===== config.mk =====
export PLATFORM = sky130hd
export DESIGN_NAME = uart_cmd_decoder
export DESIGN_NICKNAME = d
export VERILOG_FILES = /design/src/rtl/uart_cmd_decoder.sv
export SDC_FILE = /design/constraint.sdc
export NUM_CORES = 1
export LEC_CHECK = 0
export CORE_UTILIZATION = 38
export CTS_BUF_LIST = sky130_fd_sc_hd__clkbuf_4 sky130_fd_sc_hd__clkbuf_8
export DETAILED_ROUTE_END_ITERATION = 10
export GPL_ROUTABILITY_DRIVEN = 0
export HOLD_SLACK_MARGIN = 0.08
export PLACE_DENSITY = 0.59
export RECOVER_POWER = 50
export SKIP_CTS_REPAIR_TIMING = 1
export SYNTH_ARGS = -nofsm -noshare
export SYNTH_HDL_FRONTEND = slang
export SYNTH_SLANG_ARGS = --single-unit

===== constraint.sdc =====
create_clock -name clk_50m -period 8.3 [get_ports clk_50m]
set_clock_uncertainty 0.1 [all_clocks]
set_input_delay 0.83 -clock clk_50m [delete_from_list [all_inputs] [get_ports clk_50m]]
set_output_delay 0.83 -clock clk_50m [all_outputs]
set_load 0.05 [all_outputs]

===== src/rtl/uart_cmd_decoder.sv =====
// uart_cmd_decoder
//   Framed LED command decoder between uart_rx_path and uart_tx_path (clk_50m domain).
//   A frame is HDR_BYTE, CMD, ARG, SUM with SUM = CMD ^ ARG. Every complete frame is
//   answered with exactly one response byte: ACK_BYTE, NAK_BYTE or, for a read, {2'b00, led}.
//   Commands: 8'h01 toggle led[ARG] (ARG <= 5), 8'h02 write led <= ARG[5:0], 8'h03 read.
//
//   Optional build macro UART_CMD_TIMEOUT_EN: abandons a partial frame after TIMEOUT_CYC
//   idle cycles between bytes, counting it as an error and sending no response. Without
//   the macro the parser waits indefinitely between bytes.
//
// Ports
//   clk_50m        in   system clock, 50 MHz
//   reset          in   asynchronous, active-high reset
//   rx_data[7:0]   in   received byte, valid while rx_done is high
//   rx_done        in   byte strobe; only its rising edge is an event
//   tx_busy        in   transmitter is shifting a byte
//   tx_data[7:0]   out  response byte, held until the next frame is evaluated
//   tx_start       out  one-cycle transmit request, never issued while tx_busy is high
//   led[5:0]       out  LED register
//   frame_ok_cnt   out  accepted frames, wraps 255 -> 0
//   frame_err_cnt  out  rejected, dropped-byte or aborted frames, saturates at 255
module uart_cmd_decoder #(
  parameter logic [7:0]  HDR_BYTE    = 8'hA5,
  parameter logic [7:0]  ACK_BYTE    = 8'h5A,
  parameter logic [7:0]  NAK_BYTE    = 8'hEE,
  parameter int unsigned TIMEOUT_CYC = 2_500_000
) (
  input  logic       clk_50m,
  input  logic       reset,
  input  logic [7:0] rx_data,
  input  logic       rx_done,
  input  logic       tx_busy,
  output logic [7:0] tx_data,
  output logic       tx_start,
  output logic [5:0] led,
  output logic [7:0] frame_ok_cnt,
  output logic [7:0] frame_err_cnt
);

  localparam logic [7:0] CmdToggle = 8'h01;
  localparam logic [7:0] CmdWrite  = 8'h02;
  localparam logic [7:0] CmdRead   = 8'h03;

  localparam int unsigned    ToW   = (TIMEOUT_CYC > 1) ? $clog2(TIMEOUT_CYC) : 1;
  localparam logic [ToW-1:0] ToMax = ToW'(TIMEOUT_CYC - 1);

  typedef enum logic [2:0] {StHdr, StCmd, StArg, StSum, StExec, StResp} state_e;

  state_e     state_q;
  logic       rx_done_q;
  logic       rx_ev;
  logic [7:0] cmd_q, arg_q, sum_q;
  logic       timeout;

  assign rx_ev = rx_done & ~rx_done_q;

  // Frame evaluation; only consumed while in StExec.
  logic       exec_ack;
  logic [7:0] exec_resp;
  logic [5:0] exec_led;

  always_comb begin
    exec_ack  = 1'b0;
    exec_resp = NAK_BYTE;
    exec_led  = led;
    if (sum_q == (cmd_q ^ arg_q)) begin
      case (cmd_q)
        CmdToggle: begin
          if (arg_q <= 8'd5) begin
            exec_led  = led ^ (6'd1 << arg_q[2:0]);
            exec_resp = ACK_BYTE;
            exec_ack  = 1'b1;
          end
        end
        CmdWrite: begin
          exec_led  = arg_q[5:0];
          exec_resp = ACK_BYTE;
          exec_ack  = 1'b1;
        end
        CmdRead: begin
          exec_resp = {2'b00, led};
          exec_ack  = 1'b1;
        end
        default: ;
      endcase
    end
  end

  // Error increments can coincide (NAK plus a byte dropped in the same cycle), so sum
  // them before saturating.
  logic [1:0] err_inc;
  logic [8:0] err_sum;
  logic [7:0] err_next;

  always_comb begin
    err_inc = 2'd0;
    if (rx_ev && (state_q == StExec || state_q == StResp)) err_inc = err_inc + 2'd1;
    if (state_q == StExec && !exec_ack)                     err_inc = err_inc + 2'd1;
    if (timeout)                                            err_inc = err_inc + 2'd1;
    err_sum  = {1'b0, frame_err_cnt} + {7'd0, err_inc};
    err_next = err_sum[8] ? 8'hFF : err_sum[7:0];
  end

`ifdef UART_CMD_TIMEOUT_EN
  logic [ToW-1:0] to_cnt_q;
  logic           in_body;

  assign in_body = (state_q == StCmd) || (state_q == StArg) || (state_q == StSum);
  // A byte arriving in the expiry cycle keeps the frame alive.
  assign timeout = in_body && !rx_ev && (to_cnt_q == ToMax);

  always_ff @(posedge clk_50m or posedge reset) begin
    if (reset) begin
      to_cnt_q <= '0;
    end else if (rx_ev || !in_body || timeout) begin
      to_cnt_q <= '0;
    end else begin
      to_cnt_q <= to_cnt_q + ToW'(1);
    end
  end
`else
  logic unused_to_cfg;

  assign timeout       = 1'b0;
  // Timeout sizing is only meaningful when the feature is built in.
  assign unused_to_cfg = ^ToMax;
`endif

  always_ff @(posedge clk_50m or posedge reset) begin
    if (reset) begin
      state_q       <= StHdr;
      rx_done_q     <= 1'b0;
      cmd_q         <= 8'h00;
      arg_q         <= 8'h00;
      sum_q         <= 8'h00;
      led           <= 6'h00;
      tx_data       <= 8'h00;
      tx_start      <= 1'b0;
      frame_ok_cnt  <= 8'h00;
      frame_err_cnt <= 8'h00;
    end else begin
      rx_done_q     <= rx_done;
      tx_start      <= 1'b0;
      frame_err_cnt <= err_next;
      case (state_q)
        StHdr: begin
          if (rx_ev && rx_data == HDR_BYTE) state_q <= StCmd;
        end
        StCmd: begin
          if (rx_ev) begin
            cmd_q   <= rx_data;
            state_q <= StArg;
          end else if (timeout) begin
            state_q <= StHdr;
          end
        end
        StArg: begin
          if (rx_ev) begin
            arg_q   <= rx_data;
            state_q <= StSum;
          end else if (timeout) begin
            state_q <= StHdr;
          end
        end
        StSum: begin
          if (rx_ev) begin
            sum_q   <= rx_data;
            state_q <= StExec;
          end else if (timeout) begin
            state_q <= StHdr;
          end
        end
        StExec: begin
          led     <= exec_led;
          tx_data <= exec_resp;
          if (exec_ack) frame_ok_cnt <= frame_ok_cnt + 8'd1;
          state_q <= StResp;
        end
        StResp: begin
          if (!tx_busy) begin
            tx_start <= 1'b1;
            state_q  <= StHdr;
          end
        end
        default: state_q <= StHdr;
      endcase
    end
  end

endmodule


==> impl_metrics.json, run 1 <==
{
  "status": "complete, but fails checks",
  "violations": "max-capacitance violations, max-slew violations",
  "min_path_cells": 1,
  "worstSetupEndpointType": "asynchronous set/reset pin",
  "antenna_left": 0,
  "intPower_uw": 733.4,
  "crit-reg2reg-launch": "sum_q[7]",
  "drt_iter0_markers": 80,
  "grt_pass1_wl_um": 10550,
  "grt_pass1_vias": 2108,
  "synthCells": 258,
  "hp-start": "frame_ok_cnt[7]",
  "p_sw_uw": 425.6,
  "worstPathArrival_ns": 3.66,
  "syn_area_um2": 3022,
  "switching_share": 0.3672,
  "syn_to_final_growth_pct": 20.95,
  "fin_setup_tns_ns": 0,
  "crit_end": "led[3]",
  "synth-seq-cells": 59,
  "grt_max_degree": 60,
  "ys_seq_area_frac": 0.4886,
  "fin_util": 0.4730,
  "min_period_over_period": 0.4835,
  "synth_area_per_cell_um2": 11.71,
  "clock_latency_ns": 0.34,
  "clkPwrFrac": 0.191,
  "diodes": 0,
  "critPathKind": "input port to asynchronous set/reset pin",
  "yosysWarnings": 0,
  "timing.rr.end": "frame_err_cnt[4]",
  "cp_slowest_stage_delay_ns": 2.20,
  "die_y_um": 91.17,
  "drt_pass1_iterations": 5,
  "path_cells": "dlygate4sd3_1 -> clkinv_1 -> clkbuf_1",
  "peakVddDrop_mv": 0.1483,
  "synthTopCellsByArea": "dfrtp_1 (49%), mux2_2 (8.2%), xnor3_1 (5.2%)",
  "max_clock_freq_mhz": 249.2,
  "setup_viol": 0,
  "grt-ovfl-total": 0,
  "drc": 0,
  "cap_violations": 1,
  "final.fill_count": 734,
  "clock_tree.root_cell": "clkbuf_8",
  "cts_tree": "built",
  "syn_nets": 275,
  "hold-worst-slack_ns": 0.3801,
  "reg2regPathDepth": 13,
  "dpl_cell_area_um2": 3513,
  "wl_um": 6180,
  "hp-class": "register to register",
  "crit_cells": 3,
  "rows": 32,
  "antenna_found_initial": 0,
  "synth_edf_count": 0,
  "seqPwrFrac": 0.409,
  "cts_max_level": 3,
  "cpMaxStageDelayCell": "clkbuf_1",
  "cp_top_family": "buffers and inverters",
  "synthFlopType": "dfrtp_1",
  "via_count": 2074,
  "synth-async-reset-ratio": 1.000,
  "dpl.hpwl_um": 4478,
  "startpoint": "reset",
  "vias_per_cell": 5.083,
  "coreArea_um2": 7727,
  "leakagePower_uw": 0.001606,
  "ios": 43,
  "cp-start-kind": "input port",
  "wl_per_cell_um": 15.15,
  "hold_viol_final": 0,
  "comb_power_share": 0.400,
  "worstPathMaxFanout": 59,
  "synth.distinct_cells": 49,
  "worst-path-buf-inv": 3,
  "maxSlewHeadroom": -1.097,
  "numCtsBuffers": 9,
  "clockBufferDepth": 2,
  "initial_core_util": 0.3910,
  "r2r_slack_ns": 4.37,
  "numPortBuffers": 42,
  "synth_top_area_share": 0.4886,
  "drive_gt1_frac": 0.1601,
  "grt_setup_unrepaired": "false",
  "fin_crit_ns": 4.013,
  "die_area_um2": 8312,
  "cts.sinks": 59,
  "synth.largest_area_cell": "dfrtp_1",
  "power_density_nw_per_um2": 317.1,
  "design_area_um2": 3655,
  "cp_data_required_time_ns": 7.94,
  "tightest_slew_ns": 3.145,
  "path_clk_slew_ns": 0.06,
  "drv_slew": 60,
  "nNetsFinal": 321,
  "track_usage": 0.1662,
  "die_w_um": 91.17
}
## worst register-to-register path: cells and delay by family (launching register included)
kind,cells,cell delay (ns)
AND/OR/NAND/NOR,5,1.62
AO/OA/AOI/OAI,2,0.31
adder cells (fa/ha/maj),3,0.89
buffers and inverters,2,0.14
XOR/XNOR,1,0.41
flip-flops,1,0.37
## sequential cells by signal, indices dropped and copies added, names as in the netlist
signal	cells
arg_q	8
cmd_q	8
frame_err_cnt	8
frame_ok_cnt	8
led	6
rx_done_q	1
state_q	3
sum_q	8
tx_data	8
tx_start	1
## through the flow
stage	instances	total power [µW]	worst slack, ns
floorplan	258	836.0	5.031
global placement	395	947.0	4.810
detailed placement	395	951.6	4.655
CTS	408	1183	4.684
global route	408	1238	3.590
finish	408	1159	4.287
## routing by layer
| metal | GRT usage | wire length, µm | vias to the layer above |
|---|---|---|---|
| met5 | 0 | 0 | - |
| met4 | 0.05159 | 97 | 0 |
| met3 | 0.05444 | 240 | 8 |
| met2 | 0.2532 | 2788 | 40 |
| met1 | 0.2247 | 3053 | 1002 |
| li1 | - | - | 1024 |
## layout by cell type, fill, tap and decap left out, types with 2 or more instances in the layout
cell and n:
nor4bb_1 2, nor2b_1 3, a21oi_1 12, xor2_1 4, clkdlybuf4s50_1 38, or4_1 3
nor2_1 13, a41oi_1 5, clkbuf_8 10, nand4_1 6, or2_2 2, clkbuf_1 2
mux2_2 22, a32o_1 2, xnor3_1 7, o21ai_0 11, nor4_1 2, nor3_2 3
dfrtp_1 59, ha_1 4, clkbuf_4 3, nand2_1 25, dlygate4sd3_1 4, and3_1 4
nand2b_1 8, xnor2_1 7, o22a_1 2, and4_1 2, a31oi_1 3, inv_1 8
nand3_1 9
## worst min path at each step
stage | to | slack [ns]
floorplan | sum_q[7] | 0.38
global placement | frame_ok_cnt[7] | 0.37
detailed placement | frame_ok_cnt[7] | 0.37
CTS | frame_ok_cnt[7] | 0.38
global route | tx_data[6] | 0.41
finish | frame_ok_cnt[7] | 0.38
## logic make-up (layout without fill, tap and decap cells)
family,after synthesis,count (layout),share of synthesized area
AND/OR/NAND/NOR,91,91,0.1752
flip-flops,59,59,0.4886
AO/OA/AOI/OAI,42,42,0.09524
multiplexers,24,24,0.09027
XOR/XNOR,19,19,0.09275
buffers and inverters,18,66,0.03478
adder cells (fa/ha/maj),5,5,0.02319
## area by class of cell
class / count / area (µm²) / area share
Tap cell: 102 / 127.6 / 0.03492
Timing Repair Buffer: 44 / 427.9 / 0.1171
Multi-Input combinational cell: 181 / 1429 / 0.3910
Clock buffer: 13 / 160.2 / 0.04382
Sequential cell: 59 / 1476 / 0.4040
Inverter: 9 / 33.78 / 0.009243
## synthesized netlist by cell type (2+ instances only)
cell      instances
a32o_1            2
nor3_2            3
nand2b_1          8
a21oi_1          12
nand4_1           6
nand2_1          25
a41oi_1           5
o22a_1            2
mux2_2           22
a31oi_1           3
nand3_1           9
xor2_1            4
and4_1            2
ha_1              4
buf_2             4
or2_2             2
xnor3_1           7
xnor2_1           7
dfrtp_1          59
nor2_1           13
or4_1             3
nor2b_1           3
nor4bb_1          2
and2_1            2
o21ai_0          11
inv_1             9
and3_1            4
nor3b_2           2
buf_6             3
## power by group through the flow
stage	clock, µW	combinational (µW)	sequential (µW)
finish	221	464	474
global route	242	505	491
CTS	233	474	476
detailed placement	0	471	481
global placement	0	469	478
floorplan	0	323	513
Power figures use the tool's default switching activity.
==> run 2, diff against run 1 <==
--- a/config.mk
+++ b/config.mk
@@ -10,7 +10,7 @@
 export DETAILED_ROUTE_END_ITERATION = 10
 export GPL_ROUTABILITY_DRIVEN = 0
 export HOLD_SLACK_MARGIN = 0.08
-export PLACE_DENSITY = 0.59
+export PLACE_DENSITY = 0.61
 export RECOVER_POWER = 50
 export SKIP_CTS_REPAIR_TIMING = 1
 export SYNTH_ARGS = -nofsm -noshare
==> constraint.sdc (replaced) <==
create_clock -name clk_50m -period 3.5 [get_ports clk_50m]
set_clock_uncertainty 0.1 [all_clocks]
set_input_delay 0.35 -clock clk_50m [delete_from_list [all_inputs] [get_ports clk_50m]]
set_output_delay 0.35 -clock clk_50m [all_outputs]
set_load 0.05 [all_outputs]
==> impl_metrics.json, run 2 (same netlist as run 1, synthesis figures left out) <==
{
  "status": "completed",
  "timing.rr.end": "frame_err_cnt[4]",
  "grt-ovfl-total": 0,
  "worstPathMaxFanout": 6,
  "grt_pass1_wl_um": 10780,
  "hp-start": "frame_ok_cnt[7]",
  "cap_violations": 0,
  "min_period_over_period": 0.9480,
  "cp_data_required_time_ns": 3.66,
  "drv_slew": 0,
  "cp-start-kind": "register",
  "vias_per_cell": 5.140,
  "diodes": 0,
  "nNetsFinal": 325,
  "clock_latency_ns": 0.35,
  "final.fill_count": 719,
  "drt_iter0_markers": 61,
  "antenna_left": 0,
  "grt_setup_unrepaired": "false",
  "setup_viol": 0,
  "grt_pass1_vias": 2102,
  "drt_pass1_iterations": 4,
  "drc": 0,
  "crit-reg2reg-launch": "cmd_q[7]",
  "worst_hold_path.endpoint": "frame_ok_cnt[7]",
  "die_w_um": 91.17,
  "track_usage": 0.1707,
  "cts.sinks": 59,
  "worstPathArrival_ns": 3.48,
  "min_path_cells": 1,
  "maxSlewHeadroom": 0.03231,
  "hold_viol_final": 0,
  "cpMaxStageDelayCell": "or4_4",
  "clock_tree.root_cell": "clkbuf_8",
  "die_y_um": 91.17,
  "antenna_found_initial": 0,
  "syn_to_final_growth_pct": 23.35,
  "clockBufferDepth": 2,
  "hold-worst-slack_ns": 0.3796,
  "ios": 43,
  "wl_per_cell_um": 15.11,
  "fin_crit_ns": 3.318,
  "initial_core_util": 0.3910,
  "die_area_um2": 8312,
  "peakVddDrop_mv": 0.3030,
  "critPathKind": "register to register",
  "drive_gt1_frac": 0.1923,
  "rows": 32,
  "tightest_slew_ns": 1.452,
  "cp_slowest_stage_delay_ns": 0.56,
  "hp-class": "register to register",
  "cts_tree": "built",
  "final_cell_mix": "dfrtp_1 (59), clkdlybuf4s50_1 (31), nand2_1 (25), mux2_2 (22)",
  "numCtsBuffers": 9,
  "leakagePower_uw": 0.001641,
  "via_count": 2128,
  "reg2regPathDepth": 13,
  "path_clk_slew_ns": 0.07,
  "r2r_slack_ns": 0.18,
  "worst-path-buf-inv": 2,
  "cp_top_family": "simple AND/OR/NAND/NOR gates",
  "cts_max_level": 3,
  "worstSetupEndpointType": "register",
  "wl_um": 6257,
  "path_cells": "or4_4 -> or3_4 -> nor2_2 -> a21oi_1 -> ha_1 -> ha_1 -> inv_1 -> fa_1 -> inv_1 -> nand2_1 -> nor2_1 -> nand4_1 -> o21ai_0",
  "numPortBuffers": 42,
  "dpl.hpwl_um": 4534,
  "mostFrequentLayoutCell": "dfrtp_1",
  "coreArea_um2": 7727,
  "max_clock_freq_mhz": 301.4,
  "grt_max_degree": 60,
  "fin_setup_tns_ns": 0,
  "power_density_nw_per_um2": 757.9
}
[run 2: worst max path at each step]
stage | end | slack, ns | cells past startpoint | start
final | frame_err_cnt[4] | 0.18 | 13 | cmd_q[7]
after global routing | frame_err_cnt[4] | 0.01 | 13 | cmd_q[7]
after CTS | frame_err_cnt[4] | 0.1 | 13 | cmd_q[7]
after detailed placement | frame_err_cnt[4] | 0.09 | 13 | cmd_q[7]
after global placement | frame_err_cnt[4] | 0.18 | 13 | cmd_q[7]
after floorplan | frame_err_cnt[4] | 0.23 | 13 | cmd_q[7]
[run 2: final cells by class]
class                           instances  area, µm²  area share
Sequential cell                        59       1476      0.3961
Tap cell                              102      127.6     0.03424
Inverter                                9      33.78    0.009063
Multi-Input combinational cell        181       1444      0.3874
Timing Repair Buffer                   48      462.9      0.1242
Clock buffer                           13      172.7     0.04632
Clock inverter                          2      10.01    0.002685
[run 2: metal layers]
layer	up-vias	global-route usage	wire length, µm
met5	-	0	0
met4	0	0.08069	136
met3	13	0.04104	233
met2	47	0.2500	2845
met1	1035	0.2378	3041
li1	1033	-	-
[run 2: per-stage QoR]
step | std cells | utilization | area [µm²] | setup WS (ns) | total power [µW]
after floorplan | 258 | - | 3022 | 0.2313 | 1982
after global placement | 399 | 0.4610 | 3562 | 0.1764 | 2257
after detailed placement | 399 | 0.4610 | 3562 | 0.08504 | 2284
after CTS | 414 | 0.4846 | 3745 | 0.09802 | 2872
after global routing | 414 | 0.4824 | 3727 | 0.01181 | 3003
final | 414 | 0.4824 | 3727 | 0.1821 | 2825
[run 2: report_power, final]
part / switching (µW) / total [µW] / internal (µW)
clock network: 258 / 575 / 316
logic: 572 / 1140 / 567
registers: 223 / 1110 / 888
==> run 3, diff against run 2 <==
--- a/config.mk
+++ b/config.mk
@@ -7,6 +7,7 @@
 export LEC_CHECK = 0
 export CORE_UTILIZATION = 38
 export CTS_BUF_LIST = sky130_fd_sc_hd__clkbuf_4 sky130_fd_sc_hd__clkbuf_8
+export CTS_CLUSTER_SIZE = 12
 export DETAILED_ROUTE_END_ITERATION = 10
 export GPL_ROUTABILITY_DRIVEN = 0
 export HOLD_SLACK_MARGIN = 0.08
==> results of run 3 <==
Same layout as run 2: the final DEF is identical, and so are final timing and power.
